`src/rtl/button_conditioner_pkg.sv`:
```
// Shared definitions for the push-button conditioner.
// Holds the channel FSM encoding, the default clock rate and the ms divider helper.
package button_conditioner_pkg;

    localparam int DEF_CLK_HZ = 27000000;

    typedef enum logic [1:0] {
        BTN_IDLE = 2'd0,
        BTN_DOWN = 2'd1,
        BTN_HELD = 2'd2
    } btn_state_t;

    // Divider for the 1 ms tick, never below 1 so slow test clocks still tick.
    function automatic int ms_div(input int clk_hz);
        int d;
        d = clk_hz / 1000;
        return (d < 1) ? 1 : d;
    endfunction

endpackage

```
`src/rtl/button_conditioner_btn_channel.sv`:
```
// One button channel: 2-FF synchroniser, tick-based debounce and press classifier.
// Ports: CLK, RST (async high), TICK (1 ms strobe), BTN_N (raw, active-low);
//        PRESSED level and 1-cycle PRESS_P / RELEASE_P / LONG_P pulses.
module btn_channel
    import button_conditioner_pkg::*;
#(
    parameter int DEBOUNCE_MS = 20,
    parameter int LONG_MS     = 1000
) (
    input  logic CLK,
    input  logic RST,
    input  logic TICK,
    input  logic BTN_N,
    output logic PRESSED,
    output logic PRESS_P,
    output logic RELEASE_P,
    output logic LONG_P
);

    localparam int DW = $clog2(DEBOUNCE_MS + 1);
    localparam int HW = $clog2(LONG_MS + 1);
    localparam logic [DW-1:0] DB_LAST   = DW'(DEBOUNCE_MS - 1);
    localparam logic [HW-1:0] HOLD_LAST = HW'(LONG_MS - 1);

    logic          ff1;
    logic          ff2;
    logic          s;
    logic          level;
    logic          ev_press;
    logic          ev_release;
    logic [DW-1:0] cnt;
    logic [HW-1:0] hold;
    btn_state_t    state;

    assign s = ~ff2;

    // Preset to released so leaving reset with idle buttons is silent.
    always_ff @(posedge CLK or posedge RST) begin
        if (RST) begin
            ff1 <= 1'b1;
            ff2 <= 1'b1;
        end else begin
            ff1 <= BTN_N;
            ff2 <= ff1;
        end
    end

    // level is the accepted state; events are registered so the FSM
    // stage adds the one output register of latency.
    always_ff @(posedge CLK or posedge RST) begin
        if (RST) begin
            level      <= 1'b0;
            cnt        <= '0;
            ev_press   <= 1'b0;
            ev_release <= 1'b0;
        end else begin
            ev_press   <= 1'b0;
            ev_release <= 1'b0;
            if (s == level) begin
                cnt <= '0;
            end else if (TICK) begin
                if (cnt == DB_LAST) begin
                    level      <= s;
                    cnt        <= '0;
                    ev_press   <= s;
                    ev_release <= ~s;
                end else begin
                    cnt <= cnt + 1'b1;
                end
            end
        end
    end

    // Release is tested first so it beats a coincident long-press expiry.
    always_ff @(posedge CLK or posedge RST) begin
        if (RST) begin
            state     <= BTN_IDLE;
            hold      <= '0;
            PRESSED   <= 1'b0;
            PRESS_P   <= 1'b0;
            RELEASE_P <= 1'b0;
            LONG_P    <= 1'b0;
        end else begin
            PRESS_P   <= 1'b0;
            RELEASE_P <= 1'b0;
            LONG_P    <= 1'b0;
            unique case (state)
                BTN_IDLE: begin
                    if (ev_press) begin
                        state   <= BTN_DOWN;
                        hold    <= '0;
                        PRESSED <= 1'b1;
                        PRESS_P <= 1'b1;
                    end
                end
                BTN_DOWN: begin
                    if (ev_release) begin
                        state     <= BTN_IDLE;
                        PRESSED   <= 1'b0;
                        RELEASE_P <= 1'b1;
                    end else if (TICK) begin
                        if (hold == HOLD_LAST) begin
                            state  <= BTN_HELD;
                            LONG_P <= 1'b1;
                        end else begin
                            hold <= hold + 1'b1;
                        end
                    end
                end
                BTN_HELD: begin
                    if (ev_release) begin
                        state     <= BTN_IDLE;
                        PRESSED   <= 1'b0;
                        RELEASE_P <= 1'b1;
                    end
                end
                default: begin
                    state   <= BTN_IDLE;
                    PRESSED <= 1'b0;
                end
            endcase
        end
    end

endmodule

```
`src/rtl/button_conditioner.sv`:
```
// Conditions NUM_BTNS raw active-low push-buttons and exports the shared 1 ms tick.
// Ports: CLK, RST (async high), BTNS_N; PRESSED, PRESS_P, RELEASE_P, LONG_P, TICK_1MS.
module button_conditioner
    import button_conditioner_pkg::*;
#(
    parameter int CLK_HZ      = DEF_CLK_HZ,
    parameter int NUM_BTNS    = 2,
    parameter int DEBOUNCE_MS = 20,
    parameter int LONG_MS     = 1000
) (
    input  logic                CLK,
    input  logic                RST,
    input  logic [NUM_BTNS-1:0] BTNS_N,
    output logic [NUM_BTNS-1:0] PRESSED,
    output logic [NUM_BTNS-1:0] PRESS_P,
    output logic [NUM_BTNS-1:0] RELEASE_P,
    output logic [NUM_BTNS-1:0] LONG_P,
    output logic                TICK_1MS
);

    localparam int DIV = ms_div(CLK_HZ);
    localparam logic [31:0] TMAX = 32'(DIV - 1);

    logic [31:0] tcnt;

    always_ff @(posedge CLK or posedge RST) begin
        if (RST) begin
            tcnt     <= '0;
            TICK_1MS <= 1'b0;
        end else begin
            TICK_1MS <= (tcnt == TMAX);
            tcnt     <= (tcnt == TMAX) ? '0 : tcnt + 32'd1;
        end
    end

    for (genvar i = 0; i < NUM_BTNS; i++) begin : g_ch
        btn_channel #(
            .DEBOUNCE_MS(DEBOUNCE_MS),
            .LONG_MS    (LONG_MS)
        ) u_ch (
            .CLK      (CLK),
            .RST      (RST),
            .TICK     (TICK_1MS),
            .BTN_N    (BTNS_N[i]),
            .PRESSED  (PRESSED[i]),
            .PRESS_P  (PRESS_P[i]),
            .RELEASE_P(RELEASE_P[i]),
            .LONG_P   (LONG_P[i])
        );
    end

endmodule

```
`config.mk`:
```
export PLATFORM = sky130hd
export DESIGN_NAME = button_conditioner
export DESIGN_NICKNAME = d
export VERILOG_FILES = /design/src/rtl/button_conditioner_pkg.sv /design/src/rtl/button_conditioner_btn_channel.sv /design/src/rtl/button_conditioner.sv
export SDC_FILE = /design/constraint.sdc
export NUM_CORES = 1
export LEC_CHECK = 0
export CORE_MARGIN = 2
export CORE_UTILIZATION = 25
export DETAILED_ROUTE_END_ITERATION = 10
export GPL_TIMING_DRIVEN = 0
export PLACE_DENSITY = 0.38
export REMOVE_ABC_BUFFERS = 1
export SYNTH_ARGS = -nofsm -noshare
export SYNTH_HDL_FRONTEND = slang
export SYNTH_SLANG_ARGS = --single-unit
```
`constraint.sdc`:
```
create_clock -name CLK -period 7.94 [get_ports CLK]
set_clock_uncertainty 0.15 [all_clocks]
set_input_delay 0.794 -clock CLK [delete_from_list [all_inputs] [get_ports CLK]]
set_output_delay 0.794 -clock CLK [all_outputs]
set_load 0.01 [all_outputs]
```
======== Yosys cells after proc, flatten, opt, wreduce, memory -nomap -nowiden ========
Index checks and enable logic that the tools add are counted.
W data, S select, Z words.
storage, ports and cells
  output and inout port bits .............. 9
  register bits ........................... 85
  input bits .............................. 4
  word-level logic and storage cells ...... 141
cells by class
  $add $sub $neg .......................... 5
  equality and inequality tests ........... 27
  bitwise operators ....................... 4
  multiplexer cells ....................... 63
  reduce and logical (&&, ||, !) cells .... 16
operators by type and width
  kind                     number
  $mux W10                 8
  $pmux W10 S2             2
  $add A32 B1 Y32 const B  1
  $eq A32 B15 Y1 const B   1
  $mux W1                  32
  $mux W32                 1
  $mux W5                  6
  $add A10 B1 Y10 const B  2
  $eq A10 B10 Y1 const B   2
  $mux W2                  10
  $ne A2 B1 Y1 const B     6
  $ne A2 B2 Y1 const B     6
  $pmux W2 S3              2
  $add A5 B1 Y5 const B    2
  $eq A5 B5 Y1 const B     2
  $reduce_and A5 Y1        2
  $reduce_and A4 Y1        2
  $reduce_bool A2 Y1       4
  $ne A3 B1 Y1 const B     2
  $ne A3 B2 Y1 const B     2
  $reduce_and A3 Y1        2
  $eq A2 B1 Y1 const B     2
  $eq A2 B2 Y1 const B     2
  $logic_not A2 Y1         2
  5 further kinds          12

======== Logic depth before layout (Yosys ltp) ========
  depth in word-level cells ............... 5
  depth in mapped cells ................... 7
  mapped depth without buffers ............ 6

======== By module ========
A second synthesis with hierarchy kept.
second synthesis, totals
  cells, all modules ...................... 428
  area, all modules ....................... 4466.8 µm²
by module, submodules not included
  module                       sequential area each (µm²)  cells each  area an instance (µm²)  instances
  button_conditioner           825.8                       157         1662.8                  1
  btn_channel at g_ch[1].u_ch  653.1                       141         1408.9                  1
  btn_channel at g_ch[0].u_ch  653.1                       130         1395.1                  1

======== Worst setup path before layout ========
Ideal clock, no wire load.
  kind .................................... register to register
  start point ............................. reg g_ch[1].u_ch.state[0]
  end point ............................... reg g_ch[1].u_ch.hold[1]
  library setup time ...................... 0.078 ns
  path slack .............................. 6.059 ns
  arrival time ............................ 1.653 ns
  buffers on the path ..................... 1
  cell stages (with the launch flop) ...... 8
  data required time ...................... 7.712 ns
  period minus slack after synthesis ...... 1.881 ns
  path through ............................ dfrtp_1 > inv_1 > ha_1 > mux2i_1 > buf_2 > nor2_1 > a21oi_1 > o2bb2ai_1
between the ends
  cells in the longest elaborated chain, start to end .. 3
  elaborated cells on any way between the ends .. 9
  those cells by class .................... eq/ne: 5; mux: 1; reduce/logical: 3
ends and longest elaborated chain
  element                                                      line                                   RTL
  from (decl)                                                  button_conditioner_btn_channel.sv:33   btn_state_t state;
  from (signal assigned)                                       button_conditioner_btn_channel.sv:77   state <= BTN_IDLE;
  from (signal assigned)                                       button_conditioner_btn_channel.sv:90   state <= BTN_DOWN;
  from (signal assigned)                                       button_conditioner_btn_channel.sv:98   state <= BTN_IDLE;
  $eq A2 B1 Y1 / $logic_not A2 Y1 (equally long branches)      button_conditioner_btn_channel.sv:87   unique case (state)
  $ne A2 B2 Y1 (no source line), or another cell as far along  n/a
  $reduce_and A5 Y1 (no source line)                           n/a
  to (signal assigned)                                         button_conditioner_btn_channel.sv:106  hold <= hold + 1'b1;
  to (decl)                                                    button_conditioner_btn_channel.sv:32   logic [HW-1:0] hold;
Parallel ways exist; a longest one is shown, timed or not.
A chain may end at the register's enable or synchronous reset.

======== Final worst setup path ========
  start point ............................. reg TICK_1MS
  end point ............................... out TICK_1MS
RTL lines
  element                 line                      RTL
  from (decl)             button_conditioner.sv:18  output logic TICK_1MS
  from (signal assigned)  button_conditioner.sv:31  TICK_1MS <= (tcnt == TMAX);
No word-level cell between the ends.

==> impl_results.md <==
* Max cap viols at 0
* Startpoint types: flop
* Crit end category: primary output
* Initial antenna violation count at 0
* Crit path max fanout at 18
* # nets final at 453
* Final Cell Area at 5010 um^2
* Chip Height at 137 um
* Ys Warns at 0
* F_max at 0.373 GHz
* Cell count after placement at 650
* Clock Pin Slew Worst Setup and Hold Paths at 0.06 ns
* Slowest CP cell: dfrtp_1
* Starting Density at 25.5%
* Status: finished clean
* Lkg Pwr at 2.16 nW
* Hold WC Path Type: flop to flop
* Final hold violations at 0
* Final setup vio count at 0
* Actual slew at the worst max-slew pin at 0.855 ns
* CTS H-tree depth at 3
* Syn_area_per_cell at 10.3 um^2
* Clock latency on the worst-skew pair at 0.34 ns
* GRT overflow at 0
* Worst EP arrival at 1.74 ns
* Peak VDD IR at 0.0997 mV
* Power per standard cell area at 171 nW/um^2
* Critical Path Max Stage Delay at 0.74 ns
* Crit path buffers/inverters at 1
* Crit Path Class: flop to primary output
* Final Power at 855 uW
* Cts repair resizes at 0
* Routed WL at 8880 um
* Area leader, netlist: dfrtp_1
* Layout cell share with drive strength beyond 1 at 11.3%
* Maximum number of pins on one net before global-route repair at 62
* Post-synth top area share at 45.9%
* Diode count at 0
* Worst EP required at 7.00 ns
* Total Routing Usage GR at 10.6%
* Worst setup margin at 5.26 ns
* TritonCTS clock tree: built
* Ports at 13
* Ys async rst share at 100%
* Slew Limit Fails at 0
* Post-Synthesis Cells at 430
* DRC Markers at 0
* DR pass1 iterations at 4
* Slew HR at 42.5%
* CTS Sinks at 85
* Post-synth EDFFs at 0
* Vias at 3095
* Worst-path cell chain: clkdlybuf4s50_1
* Crit path max-delay family: flip-flops
* ANT nets after route at 0
* Register area share after synthesis at 48.3%
* 1st-iter DRT viols at 175
* Hold_buf cts at 0
* Vias per inst at 4.65
* Die ar. at 18700 um^2
* Flops & latches, synth at 85
* Root Buffer: clkbuf_16
* TritonCTS Buffers at 9
* Final GP Congestion at 0.741
* Die span in x at 137 um
* Drt wl/cell at 13.3 um
* Area contributors post-synth: dfrtp_1 (46%), xor2_1 (4.6%), ha_1 (3.7%), nand2_1 (3.1%), nor3_1 (2.5%)
* Top_reg_cell synth: dfrtp_1
* Crit path time final at 2.68 ns
* First-pass GRT wire length at 15600 um
* DP HPWL at 5910 um
* PortBufs at 12
* Cell Rows at 48
* Period utilisation layout at 33.8%
* Core area at 17300 um^2
* Synthesized area at 4420 um^2
* Placed cell areas at 4720 um^2
* Final Non-Filler Cells at 666
* Vias in the first global route at 3137
* RSZ-0062 raised after global routing: no
* Clock Path Buffers at 2
* Setup TNS at 0 ns
* Post-CTS Setup Bufs at 0
* Post-Place Worst Slack at 5.32 ns
* Area Growth Syn to Fin at 13.4%
* Synth cell types at 58
-- cells by family after synthesis --
| family | count (synthesis) | share of synthesized area, % |
|---|---|---|
| compound gates | 61 | 9.07 |
| xor+xnor | 34 | 6.74 |
| fa+ha+maj | 13 | 3.68 |
| buf+inv | 40 | 4.68 |
| flops | 85 | 48.3 |
| mux | 13 | 3.15 |
| simple gates | 184 | 24.4 |
-- registers in the layout, summed over array words and instances, names as in the netlist --
signal and flops:
TICK_1MS 1, g_ch.u_ch.LONG_P 2, g_ch.u_ch.PRESSED 2, g_ch.u_ch.PRESS_P 2
g_ch.u_ch.RELEASE_P 2, g_ch.u_ch.cnt 10, g_ch.u_ch.ev_press 2, g_ch.u_ch.ev_release 2
g_ch.u_ch.ff1 2, g_ch.u_ch.ff2 2, g_ch.u_ch.hold 20, g_ch.u_ch.level 2
g_ch.u_ch.state 4, tcnt 32
-- cell type report --
cell class / instances / area, um^2
Sequential cell: 85 / 2130
Multi-Input combinational cell: 305 / 2080
Inverter: 22 / 85.1
Fill cell: 1831 / 12300
Clock inverter: 3 / 20.0
Clock buffer: 13 / 260
Tap cell: 225 / 282
Timing Repair Buffer: 13 / 148
-- layout by cell type (no fill, tap or decap), types with 5 or more instances in the layout --
master           instances
inv_1                   21
or3_1                    6
nor3_1                  22
o21ai_0                 15
nand4_1                 13
nand2_1                 37
and3_1                   5
dfrtp_1                 81
mux2i_1                  5
ha_1                    13
nand2b_1                 6
a22o_1                   6
a21oi_1                 19
nor2b_1                  8
xor2_1                  23
nor4_1                   7
nand3_1                 18
nor2_2                   7
clkdlybuf4s50_1         12
nor2_1                  23
and2_1                   5
xnor2_1                 11
mux2_2                   7
clkbuf_16                9
-- cells in the mapped netlist (all sizes together), types with 2 or more instances --
master / n
or3: 7
mux2i: 6
xnor2: 11
nand3: 18
ha: 13
clkbuf: 2
and4b: 2
o211a: 2
o31ai: 2
buf: 16
or4: 2
a21oi: 21
nor2: 30
o21ai: 15
o2bb2ai: 2
inv: 22
mux2: 7
a22o: 6
and2: 6
nand4: 14
xor2: 23
nor2b: 8
dfrtp: 81
and3: 5
and4: 6
o211ai: 4
nor4: 10
nand2: 37
nor3b: 3
o221ai: 4
nand2b: 6
nor3: 23
dfstp: 4
-- through the flow --
stage | util [%] | hold WS, ns
after CTS | 28.9 | 0.206
after global placement | 27.1 | 0.198
after detailed placement | 27.3 | 0.197
after global routing | 28.9 | 0.214
final | 28.9 | 0.205
after floorplan | - | 0.195
-- layer usage --
metal	vias to the layer above	routed length, um	GRT usage (%)
li1	1530	-	-
met1	1534	4380	14.0
met2	26	4140	16.5
met3	5	272	3.67
met4	0	89	2.92
met5	-	0	0
-- report_power, final --
| part | leakage, nW | internal (mW) | switching [mW] |
|---|---|---|---|
| registers | 1.16 | 0.435 | 0.000802 |
| logic | 0.870 | 0.00304 | 0.00998 |
| clock network | 0.132 | 0.229 | 0.177 |
-- worst paths after layout --
kind | depth (start not counted) | endpoint | slack [ns] | startpoint
max | 1 | TICK_1MS | 5.26 | TICK_1MS$_DFF_PP0_
min | 0 | g_ch[0].u_ch.ff2$_DFF_PP1_ | 0.21 | g_ch[0].u_ch.ff1$_DFF_PP1_
max reg2reg | 5 | tcnt[14]$_DFF_PP0_ | 5.53 | tcnt[0]$_DFF_PP0_
min reg2reg | 0 | g_ch[0].u_ch.ff2$_DFF_PP1_ | 0.21 | g_ch[0].u_ch.ff1$_DFF_PP1_
max in group asynchronous | 3 | g_ch[1].u_ch.ff1$_DFF_PP1_ | 6.33 | RST
min in group asynchronous | 2 | tcnt[11]$_DFF_PP0_ | 0.63 | RST
(Power assumes the default switching activity.)
